$ cat src/rtl/alu_result_stage.sv
// Registered result stage behind the 16-bit ALU adder.
// Buffers sum + flags in a 2-entry FIFO with valid/ready on both sides.
// It also keeps sticky overflow/carry status, a saturating count of
// accepted results and a sticky zero/sign consistency error.
//
// state   | meaning
// --------+------------------------------------------------------------
// S_EMPTY | no buffered result; out_valid=0, in_ready=1
// S_ONE   | head entry valid on outputs; in_ready=1
// S_FULL  | head + second entry buffered; in_ready=0
module alu_result_stage #(
    parameter int WIDTH = 16,
    parameter int CNT_W = 8
) (
    input  logic             clk,
    input  logic             rst_n,
    input  logic             in_valid,
    output logic             in_ready,
    input  logic [WIDTH-1:0] in_sum,
    input  logic             in_zero,
    input  logic             in_sign,
    input  logic             in_overflow,
    input  logic             in_parity,
    input  logic             in_carry,
    output logic             out_valid,
    input  logic             out_ready,
    output logic [WIDTH-1:0] out_sum,
    output logic [4:0]       out_flags,
    input  logic             sticky_clr,
    output logic             sticky_ovf,
    output logic             sticky_carry,
    output logic             flag_err,
    output logic [CNT_W-1:0] op_count
);

    typedef enum logic [1:0] {
        S_EMPTY = 2'd0,
        S_ONE   = 2'd1,
        S_FULL  = 2'd2
    } state_t;

    state_t             state_q, state_d;
    logic [WIDTH-1:0]   head_sum_q, head_sum_d;
    logic [4:0]         head_flags_q, head_flags_d;
    logic [WIDTH-1:0]   tail_sum_q, tail_sum_d;
    logic [4:0]         tail_flags_q, tail_flags_d;
    logic               sticky_ovf_q, sticky_ovf_d;
    logic               sticky_carry_q, sticky_carry_d;
    logic               flag_err_q, flag_err_d;
    logic [CNT_W-1:0]   op_count_q, op_count_d;

    logic               push;
    logic               pop;
    logic [4:0]         in_flags;
    logic               in_inconsistent;

    // Handshake decode: ready/valid come from the state register only,
    // so there is no combinational path from out_ready to in_ready.
    always_comb begin
        in_ready        = (state_q != S_FULL);
        out_valid       = (state_q != S_EMPTY);
        push            = in_valid && in_ready;
        pop             = out_valid && out_ready;
        in_flags        = {in_carry, in_parity, in_overflow, in_sign, in_zero};
        in_inconsistent = (in_zero != (in_sum == '0)) ||
                          (in_sign != in_sum[WIDTH-1]);
    end

    // Occupancy FSM and FIFO data movement.
    always_comb begin
        state_d      = state_q;
        head_sum_d   = head_sum_q;
        head_flags_d = head_flags_q;
        tail_sum_d   = tail_sum_q;
        tail_flags_d = tail_flags_q;
        case (state_q)
            S_EMPTY: begin
                if (push) begin
                    head_sum_d   = in_sum;
                    head_flags_d = in_flags;
                    state_d      = S_ONE;
                end
            end
            S_ONE: begin
                if (push && pop) begin
                    // head leaves and the new entry takes its place
                    head_sum_d   = in_sum;
                    head_flags_d = in_flags;
                end else if (push) begin
                    tail_sum_d   = in_sum;
                    tail_flags_d = in_flags;
                    state_d      = S_FULL;
                end else if (pop) begin
                    // head registers keep their last value while empty
                    state_d      = S_EMPTY;
                end
            end
            S_FULL: begin
                if (pop) begin
                    head_sum_d   = tail_sum_q;
                    head_flags_d = tail_flags_q;
                    state_d      = S_ONE;
                end
            end
            default: begin
                state_d = S_EMPTY;
            end
        endcase
    end

    // Sticky status and saturating counter; a push coinciding with a
    // clear still records its own event so nothing is lost.
    always_comb begin
        sticky_ovf_d   = sticky_ovf_q;
        sticky_carry_d = sticky_carry_q;
        flag_err_d     = flag_err_q;
        op_count_d     = op_count_q;
        if (sticky_clr) begin
            sticky_ovf_d   = push && in_overflow;
            sticky_carry_d = push && in_carry;
            flag_err_d     = push && in_inconsistent;
            op_count_d     = push ? CNT_W'(1) : '0;
        end else if (push) begin
            sticky_ovf_d   = sticky_ovf_q   || in_overflow;
            sticky_carry_d = sticky_carry_q || in_carry;
            flag_err_d     = flag_err_q     || in_inconsistent;
            if (op_count_q != {CNT_W{1'b1}}) begin
                op_count_d = op_count_q + CNT_W'(1);
            end
        end
    end

    // State, FIFO and status registers.
    always_ff @(posedge clk or negedge rst_n) begin
        if (!rst_n) begin
            state_q        <= S_EMPTY;
            head_sum_q     <= '0;
            head_flags_q   <= '0;
            tail_sum_q     <= '0;
            tail_flags_q   <= '0;
            sticky_ovf_q   <= 1'b0;
            sticky_carry_q <= 1'b0;
            flag_err_q     <= 1'b0;
            op_count_q     <= '0;
        end else begin
            state_q        <= state_d;
            head_sum_q     <= head_sum_d;
            head_flags_q   <= head_flags_d;
            tail_sum_q     <= tail_sum_d;
            tail_flags_q   <= tail_flags_d;
            sticky_ovf_q   <= sticky_ovf_d;
            sticky_carry_q <= sticky_carry_d;
            flag_err_q     <= flag_err_d;
            op_count_q     <= op_count_d;
        end
    end

    // Outputs are straight from registers.
    always_comb begin
        out_sum      = head_sum_q;
        out_flags    = head_flags_q;
        sticky_ovf   = sticky_ovf_q;
        sticky_carry = sticky_carry_q;
        flag_err     = flag_err_q;
        op_count     = op_count_q;
    end

endmodule

$ cat config.mk
export PLATFORM = sky130hd
export DESIGN_NAME = alu_result_stage
export DESIGN_NICKNAME = d
export VERILOG_FILES = /design/src/rtl/alu_result_stage.sv
export SDC_FILE = /design/constraint.sdc
export NUM_CORES = 1
export LEC_CHECK = 0
export ABC_AREA = 1
export CAP_MARGIN = 0
export CORE_AREA = 5 5 82 84
export DETAILED_ROUTE_END_ITERATION = 8
export DIE_AREA = 0 0 87 89
export PLACE_DENSITY_LB_ADDON = 0.25
export REMOVE_ABC_BUFFERS = 1
export SYNTH_ARGS = -nofsm -noshare
export SYNTH_HDL_FRONTEND = slang
export SYNTH_SLANG_ARGS = --single-unit
$ cat constraint.sdc
create_clock -name clk -period 1.4 [get_ports clk]
set_clock_uncertainty 0.1 [all_clocks]
set_input_delay 0.14 -clock clk [delete_from_list [all_inputs] [get_ports clk]]
set_output_delay 0.14 -clock clk [all_outputs]
set_load 0.01 [all_outputs]
==> results.sh <==
export IMPL_synthCells=272
export IMPL_end_kind="register"
export IMPL_critPathKind="reg2reg"
export IMPL_p_leak_nw=1.86
export IMPL_avgViaCountPerCell=4.94
export IMPL_crit_top_cell="buf_6"
export IMPL_htree_levels=2
export IMPL_layout_setup_ws_ns=-0.174
export IMPL_path_delay_family="flip-flops"
export IMPL_wirelength_um=6660
export IMPL_finalHoldViolations=0
export IMPL_start_util_pct=44.1
export IMPL_fp_dieH_um=89
export IMPL_drv_cap=0
export IMPL_ant_nets=0
export IMPL_run_status="finished with violations"
export IMPL_cp_slowest_cell="dfrtp_2"
export IMPL_grt_first_pass_wirelength_um=10600
export IMPL_drv_slew=0
export IMPL_num_vias=2245
export IMPL_required_ns=1.54
export IMPL_drtPass1Iterations=4
export IMPL_post_route_min_period_ns=1.57
export IMPL_seqCellArea_sq_mm=0.00138
export IMPL_synth_top_cell_area_share_pct=53.3
export IMPL_critPathMaxFanout=12
export IMPL_worst_slew_pin_slew_ns=0.334
export IMPL_rsz0062_at_grt="yes"
export IMPL_ir_drop_mv=0.754
export IMPL_numPortBuffers=59
export IMPL_grt_pass1_vias=2232
export IMPL_dp_slack_ns=-0.227
export IMPL_r2r_cells=8
export IMPL_ys_flop_type="dfrtp_1"
export IMPL_violations="negative setup slack"
export IMPL_syn_to_final_growth_pct=51.0
export IMPL_dp_final_hpwl_um=4280
export IMPL_avgSynthCellArea_sq_um=9.49
export IMPL_max_freq_ghz=0.635
export IMPL_antenna_found_initial=0
export IMPL_path_clk_slew_ns=0.10
export IMPL_drc=0
export IMPL_insertion_delay_ns=0.31
export IMPL_relSlewSlack_pct=77.6
export IMPL_syn_area_sq_mm=0.00258
export IMPL_row_count=28
export IMPL_die_x_um=87
export IMPL_nets=405
export IMPL_crit_chain="buf_6 > buf_6 > nand2_4 > o21ai_4 > nor2_4 > buf_6 > nor2_1 > a31oi_4"
export IMPL_cts_root_buf="clkbuf_8"
export IMPL_clockBufferDepth=2
export IMPL_wl_per_cell_um=14.7
export IMPL_grt_usage_pct=17.3
export IMPL_synth_edff_count=0
export IMPL_cts_made_buffers=5
export IMPL_p_per_area_mw_per_mm2=1400
export IMPL_cp_arrival_ns=1.71
export IMPL_setup_viol=51
export IMPL_io_pins=60
export IMPL_worstSetupPathDepth=8
export IMPL_num_antenna_cells=0
export IMPL_path_buf_inv=3
export IMPL_fillers=464
export IMPL_placeableCoreArea_sq_mm=0.00585
export IMPL_cts_tree="done"
export IMPL_post_route_period_util_pct=112
export IMPL_startpoint_type="register"
export IMPL_synthTopCellsByArea="dfrtp_1, nand2_1, mux2_4"
export IMPL_ys_seq_area_share_pct=53.3
export IMPL_cts_num_sinks=55
export IMPL_drive_above_1_share_pct=28.8
export IMPL_finalWeightedCongestion=0.796
export IMPL_synth_commonest_cells="nand2_1, dfrtp_1, nor2_1"
export IMPL_postSynthRegisterBits=55
export IMPL_multiInputGateArea_sq_mm=0.00122
export IMPL_synthMostInstantiatedCell="nand2_1"
export IMPL_yosys_area_top_type="dfrtp_1"
export IMPL_synth_warnings=0
export IMPL_drt_iter0_drc=121
export IMPL_synth_cell_types=29
export IMPL_grt_ovfl_total=0
export IMPL_hp_class="in2async"
export IMPL_synthArstFlopShare_pct=100
export IMPL_cpPeakStageDelay_ns=0.43
export IMPL_grt_max_degree=37
export IMPL_setup_tns_ns=-5.95
export IMPL_die_area_sq_mm=0.00774
-- power breakdown --
| group | internal (mW) | total [mW] | switching (mW) | leakage (nW) |
|---|---|---|---|---|
| registers | 2.10 | 2.41 | 0.312 | 0.651 |
| logic | 1.10 | 1.96 | 0.862 | 1.15 |
| clock network | 0.541 | 1.08 | 0.535 | 0.0558 |
-- cell type report --
type,count,share of cell area [%]
clock buffers,6,1.86
repair buffers,109,26.5
well taps,75,2.41
inverters,14,1.48
multi-input cells,193,31.4
clock inverters,2,0.995
flip-flops and latches,55,35.4
-- placed cells by master, fill, tap and decap left out, types with 6 or more instances in the layout --
cell type and n:
nand2_1 73, nor2_4 7, inv_1 9, buf_4 35
nor2_1 36, mux2_4 18, clkdlybuf4s50_1 24, dfrtp_1 53
a31oi_1 19, nand3_1 6, buf_6 9, dlygate4sd2_1 30
-- state kept, by name (all words and copies together), names as in the netlist --
| register | count |
|---|---|
| sticky_carry | 1 |
| out_flags | 5 |
| sticky_ovf | 1 |
| tail_flags_q | 5 |
| out_sum | 16 |
| op_count | 8 |
| state_q | 2 |
| flag_err | 1 |
| tail_sum_q | 16 |
-- per-stage QoR --
| stage | hold WS, ns | std cells | utilization, % | power, mW | area (sq um) |
|---|---|---|---|---|---|
| after CTS | 0.104 | 456 | 65.5 | 5.38 | 3830 |
| final | 0.102 | 454 | 66.6 | 5.45 | 3900 |
| after global placement | -0.0945 | 429 | 59.6 | 4.20 | 3490 |
| after detailed placement | -0.0932 | 429 | 59.6 | 4.24 | 3490 |
| after floorplan | -0.256 | 261 | - | 3.25 | 2500 |
| after global routing | 0.115 | 454 | 66.6 | 5.76 | 3900 |
-- worst paths after layout --
path	from	to	slack, ns
worst max-delay path	state_q[0]$_DFFE_PN0P_	out_flags[3]$_DFFE_PN0P_	-0.17
worst min-delay path	rst_n	sticky_ovf$_DFFE_PN0P_	0.10
worst max register to register	state_q[0]$_DFFE_PN0P_	out_flags[3]$_DFFE_PN0P_	-0.17
worst min register to register	sticky_carry$_DFFE_PN0P_	sticky_carry$_DFFE_PN0P_	0.39
max in group asynchronous	rst_n	op_count[0]$_DFFE_PN0P_	0.63
min in group clk	in_carry	out_flags[4]$_DFFE_PN0P_	0.31
-- routing by layer --
| metal | track usage [%] | wire (um) |
|---|---|---|
| met1 | 22.5 | 2930 |
| met4 | 3.97 | 94 |
| met2 | 29.8 | 3320 |
| met5 | 0 | 0 |
| met3 | 3.69 | 321 |
-- logic make-up (layout without fill, tap and decap cells) --
kind of cell	after synthesis	count (layout)	synth area share [%]
adder cells (fa/ha/maj)	1	1	0.484
XOR/XNOR	2	2	0.678
flip-flops	55	55	53.3
buffers and inverters	25	131	5.13
multiplexers	18	18	9.74
AND/OR/NAND/NOR	138	139	23.3
AO/OA/AOI/OAI	33	33	7.41
-- repair_timing --
action	CTS	global route
endpoints found under the hold margin	55	0
setup endpoints to repair	78	56
resized for setup	56	35
cloned	3	0
pin swaps	6	8
setup buffers	15	1
hold buffers	1	0
Note: power is estimated with default switching activity, not from simulation.
==> RTL change, RTL diff (same flow settings) <==
`head_sum_q` and `tail_sum_q` no longer have a reset.
--- a/src/rtl/alu_result_stage.sv
+++ b/src/rtl/alu_result_stage.sv
@@ -134,9 +134,7 @@
     always_ff @(posedge clk or negedge rst_n) begin
         if (!rst_n) begin
             state_q        <= S_EMPTY;
-            head_sum_q     <= '0;
             head_flags_q   <= '0;
-            tail_sum_q     <= '0;
             tail_flags_q   <= '0;
             sticky_ovf_q   <= 1'b0;
             sticky_carry_q <= 1'b0;
@@ -144,15 +142,18 @@
             op_count_q     <= '0;
         end else begin
             state_q        <= state_d;
-            head_sum_q     <= head_sum_d;
             head_flags_q   <= head_flags_d;
-            tail_sum_q     <= tail_sum_d;
             tail_flags_q   <= tail_flags_d;
             sticky_ovf_q   <= sticky_ovf_d;
             sticky_carry_q <= sticky_carry_d;
             flag_err_q     <= flag_err_d;
             op_count_q     <= op_count_d;
         end
+    end
+
+    always_ff @(posedge clk) begin
+        head_sum_q <= head_sum_d;
+        tail_sum_q <= tail_sum_d;
     end
 
     // Outputs are straight from registers.
Check against the original RTL: not equivalent (a bounded check fails within 4 cycles, from zero or initial values and one cycle with rst_n low).
==> RTL change against the original RTL <==
The flow still finishes with violations (negative setup slack). Cell area is 6.2% lower. Sequential cell count stayed put. Clock power is 13% higher. Synthesized area is 8.8% lower. Wire length is 12% lower. Total power is 19% lower. Via count is 11% lower. Setup slack better by 0.059 ns.
==> RTL change: results (changes against the original RTL) <==
* Setup ws final at -0.1153 ns (+0.05883 ns)
* Mux share of post-synthesis cell area at 0% (-9.7 points)
* Leak pwr at 1.640 nW (-12%)
* Complex-gate fraction of the synthesized area at 4.567% (-2.8 points)
* First-pass GRT wire length at 8.742 mm (-17%)
* Distinct cells, synth at 25 (-14%)
* Ratio of cells with drive above 1 in the final layout at 23.99% (-4.8 points)
* Post-DR wirelength/cell at 13.92 um (-5.1%)
* CP max-delay cell: dfrtp_2
* Final setup viols at 47 (-7.8%)
* Worst Max-Slew Pin Slew at 0.2916 ns (-0.04257 ns)
* Origin of the critical flop-to-flop path: state_q[1]
* Vias in the first global route at 1884 (-16%)
* Cell Int Power at 3.264 mW (-13%)
* GRT Total Usage at 14.68% (-2.6 points)
* Nets at 372 (-8.1%)
* Reg2reg path depth at 6 (-2)
* End point of the critical path: out_sum[4]
* DRT iter0 DRCs at 89 (-26%)
* Largest net degree at the start of global routing at 24 (-35%)
* Status: complete, but fails checks
* Synth top area cells: edfxtp_1, dfrtp_1, nand2_1
* Area share of fa/ha/maj cells after synthesis at 0.5311% (+0.047 points)
* Failing checks: negative setup slack
* Worst EP arrival at 1.45 ns (-0.26 ns)
* Max IR drop VDD at 0.7057 mV (-6.4%)
* Post-Route Setup TNS at -3.692 ns (+2.255 ns)
* Hold_ws at 0.06792 ns (-0.03409 ns)
* Post-synth top cells: nand2_1, edfxtp_1, nor2_1, dfrtp_1, inv_1
* XOR/XNOR Fraction of Synth Area at 0.7435% (+0.065 points)
* Async SR Flop Fraction at 41.82% (-58 points)
* Number of synthesized flops with an enable pin at 32 (+32)
* Reg2reg end: out_sum[4]
* CP max FO at 6 (-6)
* Routability cong. at 0.8309 (+4.4%)
* Worst slack, placed at -0.1948 ns (+0.03211 ns)
* Final hold vios at 0 (unchanged)
* DP Area at 3277 um2 (-6.1%)
* Hpwl dp at 3.750 mm (-12%)
* Flop pwr share at 46.9% (+2.7 points)
* Via density at 4.724 (-4.5%)
* Comb group at 1.13 mW (-42%)
* Seq/Total Area, Yosys at 65.22% (+12 points)
RTL change: cell count changes in the layout (fill, tap and decap cells not counted), moves of 4 or more:
cell | before | now
buf_4 | 35 | 29
dfrtp_1 | 53 | 21
nand2_1 | 73 | 96
a31oi_1 | 19 | 5
nor2_1 | 36 | 20
dlygate4sd2_1 | 30 | 26
mux2_4 | 18 | 0
edfxtp_1 | 0 | 32
RTL change: final cells by class:
type | instances | area (um2)
Fill cell | 496 | 2193
Tap cell | 75 | 93.84
Multi-Input combinational cell | 164 | 810.8
Clock buffer | 5 | 68.82
Clock inverter | 3 | 67.56
Timing Repair Buffer | 103 | 1017
Inverter | 16 | 60.06
Sequential cell | 55 | 1539
RTL change: per-layer routing:
metal  part of all wire, %  vias up  track usage [%]
met2                    51       56            26.02
met4                   1.3        0            3.824
met3                   6.2        7            4.055
met1                    42      938            17.65
met5                     0        -                0
li1                      -      988                -
RTL change: critical path, delay by kind of cell, from the launching register on:
kind / cells / cell delay, ns
AO/OA/AOI/OAI: 1 / 0.06
buffers and inverters: 3 / 0.46
flip-flops: 1 / 0.44
AND/OR/NAND/NOR: 2 / 0.18
RTL change: timing repair:
item                                    4_1_cts  5_1_grt
pin swaps                                     5        6
gates cloned                                  2        2
endpoints found under the setup margin       66       58
resized for setup                            55       32
setup buffers                                 6        3
endpoints found under the hold margin         0        0
RTL change: metrics by stage:
stage | power [mW] | instances
finish | 4.430 | 421
global route | 4.633 | 421
CTS | 4.327 | 416
detailed placement | 3.090 | 400
global placement | 3.063 | 400
floorplan | 2.477 | 235
